<file path="src/rtl/vga_timing_gen_if.sv">
// Scan-timing bundle between the VGA timing generator and the background/sprite mappers.
// The generator drives it through the master view; mappers read it through the slave view.
interface vga_timing_gen_if;
    logic [9:0] DrawX;
    logic [9:0] DrawY;
    logic       hs;
    logic       vs;
    logic       blank;
    logic       hs_d;
    logic       vs_d;
    logic       blank_d;
    logic       line_start;
    logic       frame_start;

    modport master (
        output DrawX, DrawY, hs, vs, blank,
        output hs_d, vs_d, blank_d,
        output line_start, frame_start
    );

    modport slave (
        input DrawX, DrawY, hs, vs, blank,
        input hs_d, vs_d, blank_d,
        input line_start, frame_start
    );
endinterface

</file>
<file path="src/rtl/vga_timing_gen.sv">
// Free-running VGA pixel-timing generator: scan counters, registered sync/blank decode,
// and a sync/blank copy delayed to line up with the mappers' RGB output.
module vga_timing_gen #(
    parameter int H_VISIBLE  = 640,
    parameter int H_FRONT    = 16,
    parameter int H_SYNC     = 96,
    parameter int H_BACK     = 48,
    parameter int V_VISIBLE  = 480,
    parameter int V_FRONT    = 10,
    parameter int V_SYNC     = 2,
    parameter int V_BACK     = 33,
    parameter int SYNC_DELAY = 2
) (
    input  logic             vga_clk,
    input  logic             reset,
    vga_timing_gen_if.master vga
);

    localparam int H_TOTAL = H_VISIBLE + H_FRONT + H_SYNC + H_BACK;
    localparam int V_TOTAL = V_VISIBLE + V_FRONT + V_SYNC + V_BACK;

    localparam logic [9:0] H_LAST     = 10'(H_TOTAL - 1);
    localparam logic [9:0] V_LAST     = 10'(V_TOTAL - 1);
    localparam logic [9:0] H_VIS      = 10'(H_VISIBLE);
    localparam logic [9:0] V_VIS      = 10'(V_VISIBLE);
    localparam logic [9:0] H_SYNC_BEG = 10'(H_VISIBLE + H_FRONT);
    localparam logic [9:0] H_SYNC_END = 10'(H_VISIBLE + H_FRONT + H_SYNC);
    localparam logic [9:0] V_SYNC_BEG = 10'(V_VISIBLE + V_FRONT);
    localparam logic [9:0] V_SYNC_END = 10'(V_VISIBLE + V_FRONT + V_SYNC);

    logic [9:0] h_cnt;
    logic [9:0] v_cnt;
    logic [9:0] h_next;
    logic [9:0] v_next;
    logic       hs_r;
    logic       vs_r;
    logic       blank_r;
    logic       line_start_r;
    logic       frame_start_r;

    // NOTE: every variable gets a default before the if, so no path leaves it unassigned
    // and no latch is inferred.
    always_comb begin
        h_next = h_cnt + 10'd1;
        v_next = v_cnt;
        if (h_cnt == H_LAST) begin
            h_next = '0;
            v_next = (v_cnt == V_LAST) ? '0 : v_cnt + 10'd1;
        end
    end

    // Decode is taken from the next counter values so the flags land in the same
    // cycle as the coordinates they describe, straight out of flops.
    // NOTE: sequential state uses non-blocking assignments so every flop samples
    // pre-edge values regardless of statement order.
    always_ff @(posedge vga_clk or posedge reset) begin
        if (reset) begin
            h_cnt         <= '0;
            v_cnt         <= '0;
            hs_r          <= 1'b1;
            vs_r          <= 1'b1;
            blank_r       <= 1'b0;
            line_start_r  <= 1'b0;
            frame_start_r <= 1'b0;
        end else begin
            h_cnt         <= h_next;
            v_cnt         <= v_next;
            hs_r          <= !((h_next >= H_SYNC_BEG) && (h_next < H_SYNC_END));
            vs_r          <= !((v_next >= V_SYNC_BEG) && (v_next < V_SYNC_END));
            blank_r       <= (h_next < H_VIS) && (v_next < V_VIS);
            line_start_r  <= (h_next == '0);
            frame_start_r <= (h_next == '0) && (v_next == '0);
        end
    end

    assign vga.DrawX       = h_cnt;
    assign vga.DrawY       = v_cnt;
    assign vga.hs          = hs_r;
    assign vga.vs          = vs_r;
    assign vga.blank       = blank_r;
    assign vga.line_start  = line_start_r;
    assign vga.frame_start = frame_start_r;

    generate
        if (SYNC_DELAY == 0) begin : g_no_delay
            assign vga.hs_d    = hs_r;
            assign vga.vs_d    = vs_r;
            assign vga.blank_d = blank_r;
        end else begin : g_delay
            // Each tap holds {hs, vs, blank}; tap[SYNC_DELAY-1] is the oldest.
            logic [2:0] taps [SYNC_DELAY];

            // NOTE: the taps are reset (unlike a RAM) so the delayed syncs come out
            // deasserted rather than unknown for the first SYNC_DELAY clocks.
            always_ff @(posedge vga_clk or posedge reset) begin
                if (reset) begin
                    for (int i = 0; i < SYNC_DELAY; i++) begin
                        taps[i] <= 3'b110;
                    end
                end else begin
                    taps[0] <= {hs_r, vs_r, blank_r};
                    for (int i = 1; i < SYNC_DELAY; i++) begin
                        taps[i] <= taps[i-1];
                    end
                end
            end

            assign {vga.hs_d, vga.vs_d, vga.blank_d} = taps[SYNC_DELAY-1];
        end
    endgenerate

endmodule

</file>
<file path="src/flat_wrapper.sv">
// flat-port wrapper written by rule: the top's interface ports become plain ports
module vga_timing_gen_flat 
#(
    parameter int H_VISIBLE  = 640,
    parameter int H_FRONT    = 16,
    parameter int H_SYNC     = 96,
    parameter int H_BACK     = 48,
    parameter int V_VISIBLE  = 480,
    parameter int V_FRONT    = 10,
    parameter int V_SYNC     = 2,
    parameter int V_BACK     = 33,
    parameter int SYNC_DELAY = 2
)
  (vga_clk, reset, vga_DrawX, vga_DrawY, vga_hs, vga_vs, vga_blank, vga_hs_d, vga_vs_d, vga_blank_d, vga_line_start, vga_frame_start);
  vga_timing_gen_if vga_i ();
  input  logic vga_clk;
  input  logic reset;
  output wire logic [$bits(vga_i.DrawX)-1:0] vga_DrawX;
  output wire logic [$bits(vga_i.DrawY)-1:0] vga_DrawY;
  output wire logic [$bits(vga_i.hs)-1:0] vga_hs;
  output wire logic [$bits(vga_i.vs)-1:0] vga_vs;
  output wire logic [$bits(vga_i.blank)-1:0] vga_blank;
  output wire logic [$bits(vga_i.hs_d)-1:0] vga_hs_d;
  output wire logic [$bits(vga_i.vs_d)-1:0] vga_vs_d;
  output wire logic [$bits(vga_i.blank_d)-1:0] vga_blank_d;
  output wire logic [$bits(vga_i.line_start)-1:0] vga_line_start;
  output wire logic [$bits(vga_i.frame_start)-1:0] vga_frame_start;
  assign vga_DrawX = vga_i.DrawX;
  assign vga_DrawY = vga_i.DrawY;
  assign vga_hs = vga_i.hs;
  assign vga_vs = vga_i.vs;
  assign vga_blank = vga_i.blank;
  assign vga_hs_d = vga_i.hs_d;
  assign vga_vs_d = vga_i.vs_d;
  assign vga_blank_d = vga_i.blank_d;
  assign vga_line_start = vga_i.line_start;
  assign vga_frame_start = vga_i.frame_start;
  vga_timing_gen #(.H_VISIBLE(H_VISIBLE), .H_FRONT(H_FRONT), .H_SYNC(H_SYNC), .H_BACK(H_BACK), .V_VISIBLE(V_VISIBLE), .V_FRONT(V_FRONT), .V_SYNC(V_SYNC), .V_BACK(V_BACK), .SYNC_DELAY(SYNC_DELAY)) u_core (.vga_clk(vga_clk), .reset(reset), .vga(vga_i));
endmodule
</file>
<file path="config.mk">
export PLATFORM = sky130hd
export DESIGN_NAME = vga_timing_gen_flat
export DESIGN_NICKNAME = d
export VERILOG_FILES = /design/src/rtl/vga_timing_gen_if.sv /design/src/rtl/vga_timing_gen.sv /design/src/flat_wrapper.sv
export SDC_FILE = /design/constraint.sdc
export NUM_CORES = 1
export LEC_CHECK = 0
export ABC_AREA = 0
export CORE_MARGIN = 2
export CORE_UTILIZATION = 51
export CTS_CLUSTER_DIAMETER = 30
export DETAILED_ROUTE_END_ITERATION = 12
export PLACE_DENSITY = 0.89
export SYNTH_ARGS = -nofsm -noshare
export SYNTH_HDL_FRONTEND = slang
export SYNTH_SLANG_ARGS = --single-unit
</file>
<file path="constraint.sdc">
create_clock -name vga_clk -period 2.9 [get_ports vga_clk]
set_input_delay 0.87 -clock vga_clk [delete_from_list [all_inputs] [get_ports vga_clk]]
set_output_delay 0.87 -clock vga_clk [all_outputs]
set_load 0.03 [all_outputs]
</file>
==> impl_metrics.tcl, run 1 <==
set metrics [dict create \
    outcome "complete, no violations" \
    cp_slowest_cell "clkdlybuf4s50_1" \
    gr-usage-all-layers 0.224 \
    critPathTopFamily "buffers and inverters" \
    cp_num_buf_inv 1 \
    cts_setup_buffers 0 \
    clock_skew_ns 0.0162 \
    dp_hpwl_um 2590 \
    rsz0062_at_grt "no" \
    antenna_left 0 \
    n_antenna_cell 0 \
    r2r_cells 8 \
    critPathArrivalTime_ns 1.70 \
    synth_common_cells "dfrtp_1 (25), nand2_1 (14), nand3_1 (12)" \
    clk_path_buf_depth 2 \
    clock_latency_ns 0.34 \
    cts.sinks 31 \
    drt_iter0_markers 113 \
    ys.flop_type "dfrtp_1" \
    clockRootBuffer "clkbuf_4" \
    synth_area_leader_cell "dfrtp_1" \
    start_kind "flop" \
    async_flop_share 1.00 \
    drc 0 \
    antenna_found_initial 0 \
    rows 20 \
    cp-endpoint "vga_DrawX[5]" \
    synth_warnings 0 \
    die_w_um 60.1 \
    wl_um 3710 \
    cts_tree "yes" \
    irDropWorstVdd_mv 0.446 \
    seq_area_frac_synth 0.488 \
    synth_edf_count 0 \
    synthCells 161 \
    synth_area_leaders "dfrtp_1 (39%), dfstp_2 (9.8%), xor2_1 (4.4%), nand3_1 (3.7%), nand2_1 (3.3%)" \
    syn_nets 166 \
    cts_buffers 5 \
    cts_resized 0 \
    power_density_nw_per_um2 401 \
    r2r-end "u_core.vga.frame_start" \
    max_freq_mhz 390 \
    num_io_pins 30 \
    period_share 0.885 \
    grt_pass1_vias 1252 \
    avgSynthCellArea_um2 9.98 \
    worstHoldPathType "reg2reg" \
    via_per_inst 6.02 \
    setup_violations 0 \
    min_period_ns 2.57 \
    grt_max_degree 32 \
    fin_util 0.659 \
    cp.required_ns 2.03 \
    grt_overflow 0 \
    r2r_setup_slack_ns 0.36 \
    report.final.hold_viol_count 0 \
    vias 1409 \
    drive_above_1_share 0.100 \
    hold_buffers 0 \
    path_class "reg2out" \
    h-tree-depth 2 \
    cp.depth 1 \
    area_growth_pct 24.1 \
    max_slew_margin 0.692 \
    synth_most_common_cell "dfrtp_1" \
    drv_cap 0 \
    leakage_nw 0.784 \
    crit_fanout 13 \
    dieHeight_um 60.1 \
    final_nets 194 \
    place_congestion 0.968 \
    ys_seq_elements 31 \
    end_kind "primary output" \
    worstReg2RegStart "u_core.vga.DrawY[0]" \
    wl_per_cell_um 15.9 \
    clk_pin_slew_worst_paths_ns 0.10 \
    finalPower_mw 0.799 \
    portBuffers 29 \
    core_area_um2 3030 \
    drt-pass1-iter-count 6 \
    grt_pass1_wl_um 5830 \
    crit_path_max_incr_delay_ns 0.76 \
    start_util 0.531 \
    synth_area_um2 1610 \
    yosysTopAreaCellShare 0.389 \
    dieArea_um2 3620 \
    tightest_slew_ns 0.458 \
    setup_tns_ns 0 \
    finalMaxSlewViolations 0 \
    ys_types 43 \
    crit_chain "clkdlybuf4s50_1" \
    crit_start "u_core.vga.DrawX[5]" \
]
[how the worst min path moves through the flow]
stage / start / to / slack (ns) / depth (start not counted)
2_1_floorplan: u_core.g_delay.taps[3] / u_core.vga.blank_d / 0.33 / 0
4_1_cts: u_core.g_delay.taps[3] / u_core.vga.blank_d / 0.37 / 0
5_1_grt: u_core.g_delay.taps[4] / u_core.vga.vs_d / 0.37 / 0
3_5_place_dp: u_core.g_delay.taps[3] / u_core.vga.blank_d / 0.34 / 0
6_report: u_core.g_delay.taps[3] / u_core.vga.blank_d / 0.36 / 0
3_3_place_gp: u_core.g_delay.taps[3] / u_core.vga.blank_d / 0.34 / 0
[logic make-up (layout without fill, tap and decap cells)]
logic type / Yosys count / after routing / synth area share
adders and majority gates: 3 / 3 / 0.0234
DFF: 31 / 31 / 0.488
AOI/OAI and AO/OA: 29 / 29 / 0.124
xor gates and xnor gates: 12 / 12 / 0.0654
and+or+nand+nor: 70 / 70 / 0.252
buffers and inverters: 16 / 45 / 0.0483
[cell type report]
type                    count  area [um2]
clock buffers               6        51.3
clock inverters             2        35.0
fillers                   245        1030
inverters                   7        26.3
multi-input cells         114         746
flip-flops and latches     31         783
well taps                  44        55.1
repair buffers             30         298
[cell usage in the layout, fill, tap and decap left out, drive strengths merged, types with 7 or more instances in the layout]
cell type	n
clkdlybuf4s50	29
dfrtp	25
nand2	15
nand3	12
xor2	8
o21ai	8
inv	7
nor2	7
a21oi	7
[state kept, by name (all words and copies together), names as in the netlist]
register / count
u_core.vga.hs_d: 1
u_core.vga.blank: 1
u_core.vga.frame_start: 1
u_core.vga.DrawY: 10
u_core.g_delay.taps: 3
u_core.vga.DrawX: 10
u_core.vga.hs: 1
u_core.vga.blank_d: 1
u_core.vga.line_start: 1
u_core.vga.vs_d: 1
u_core.vga.vs: 1
[metal layers]
metal,global-route usage,share of wire,vias up
li1,-,-,632
met1,0.299,0.39,671
met2,0.331,0.49,88
met3,0.0649,0.089,18
met4,0.111,0.029,0
met5,0,0,-
[power by group]
part           leakage [nW]  switching, mW  total (mW)  internal (mW)
Combinational         0.354        0.00788      0.0100        0.00216
Clock                0.0482          0.153       0.357          0.204
Sequential            0.382              0       0.432          0.432
[per-stage QoR]
stage	worst slack [ns]	area (um2)	hold WS, ns	instances
after global placement	0.468	1910	0.340	226
final	0.333	1990	0.361	234
after global routing	0.187	1990	0.368	234
after CTS	0.331	1990	0.367	234
after detailed placement	0.424	1910	0.344	226
after floorplan	0.531	1610	0.331	161
(Power assumes the default switching activity.)
==> inputs of run 2 (changes only) <==
--- a/config.mk
+++ b/config.mk
@@ -8,7 +8,7 @@
 export ABC_AREA = 0
 export CORE_MARGIN = 2
 export CORE_UTILIZATION = 51
-export CTS_CLUSTER_DIAMETER = 30
+export CTS_CLUSTER_DIAMETER = 50
 export DETAILED_ROUTE_END_ITERATION = 12
 export PLACE_DENSITY = 0.89
 export SYNTH_ARGS = -nofsm -noshare
==> results of run 2 <==
The final DEF is identical to that of run 1; final timing and power are the same.
==> RTL change (settings of run 1) <==
`H_FRONT` is set to 16 in 2 places; all go to 12.
--- a/src/rtl/vga_timing_gen.sv
+++ b/src/rtl/vga_timing_gen.sv
@@ -4,3 +4,3 @@
     parameter int H_VISIBLE  = 640,
-    parameter int H_FRONT    = 16,
+    parameter int H_FRONT    = 12,
     parameter int H_SYNC     = 96,
--- a/src/flat_wrapper.sv
+++ b/src/flat_wrapper.sv
@@ -4,3 +4,3 @@
     parameter int H_VISIBLE  = 640,
-    parameter int H_FRONT    = 16,
+    parameter int H_FRONT    = 12,
     parameter int H_SYNC     = 96,
Formal check against the unedited RTL: no difference found for any inputs over 10 cycles, from zero or initial values and one cycle with reset high; that may be too few to reach the edited logic, so the function may still have changed.
==> RTL change against run 1 <==
Global-route usage down 0.40 points; first-iteration DRC count decreased by 29%; area after synthesis is 4.8% higher; core utilization increased by 0.79 points; total power decreased by 12%; non-clock buffer count up 5; routed wire length is 0.43% higher; sequential cell count is the same; worst setup slack worse by 0.11 ns; via count is 2.6% lower; cell area up 3.7%.
==> RTL change: results (changes against run 1) <==
metric,value,unit,change
wl_met3,221,um,-33%
nets,193,,-0.52%
dr_wl_met2,1.74,mm,-4.7%
grtUsageMet2,0.331,,+0.000562
drt-initial-drc-count,80,,-29%
gp_congestion,0.942,,-2.7%
nClkBuffers,7,,+1
inverters,6,,-1
tightest_slew,0.673,ns,+0.215 ns
postSynthNetCount,161,,-3.0%
num_vias,1373,,-2.6%
rr_worst_depth,6,,-2
area_share_nonclk_buffers,0.168,,+0.0189
routedWlPerCell,16.0,um,+0.86%
final_area,2070,sq um,+3.7%
r2r-start,u_core.vga.DrawX[6],,
min_from,u_core.g_delay.taps[4],,
met1_usage,0.319,,+0.0200
fin_cells,233,,-0.43%
gr-usage-met3,0.0441,,-0.0208
outcome,"complete, no violations",,
p_leak,0.000808,uW,+3.0%
multi_input_area_share,0.387,,+0.0127
synth_area_leaders,"dfrtp_1 37%, dfstp_2 9.4%, nand4_1 3.0%, buf_6 2.7%, nor2_1 2.7%",,
critPathMaxStageDelay,0.55,ns,-0.21 ns
pre_cts_ws,0.137,ns,-0.286 ns
buffers_excl_clock,35,,+17%
grt_pass1_vias,1219,,-2.6%
avgSynthCellArea,10.8,sq um,+8.2%
hold_end,u_core.vga.vs_d,,
==> RTL change: changes by cell type in the layout (fill, tap and decap cells not counted), moves of 3 or more <==
cell	run 1	this run
nand3_1	12	6
a21oi_1	6	1
nor2_1	7	12
buf_4	1	5
and4_1	4	1
nand2_1	14	11
nand4_1	5	8
nor3_1	4	1
xor2_1	8	5
==> RTL change: cells by family (layout without fill, tap and decap cells) <==
group                    after synthesis  count (layout)  synth area share
AO/OA/AOI/OAI                         27              27             0.126
multiplexers                           2               2            0.0126
adder cells (fa/ha/maj)                3               3            0.0223
XOR/XNOR                              10              10            0.0565
buffers and inverters                 16              49            0.0639
flip-flops                            31              31             0.465
AND/OR/NAND/NOR                       67              67             0.254
==> RTL change: power breakdown <==
part	leakage [uW]	switching (uW)	total [uW]	internal, uW
clock	0.0000353	140	258	117
sequential	0.000382	0	432	432
combinational	0.000390	8.72	12.6	3.90
total	0.000808	149	703	554
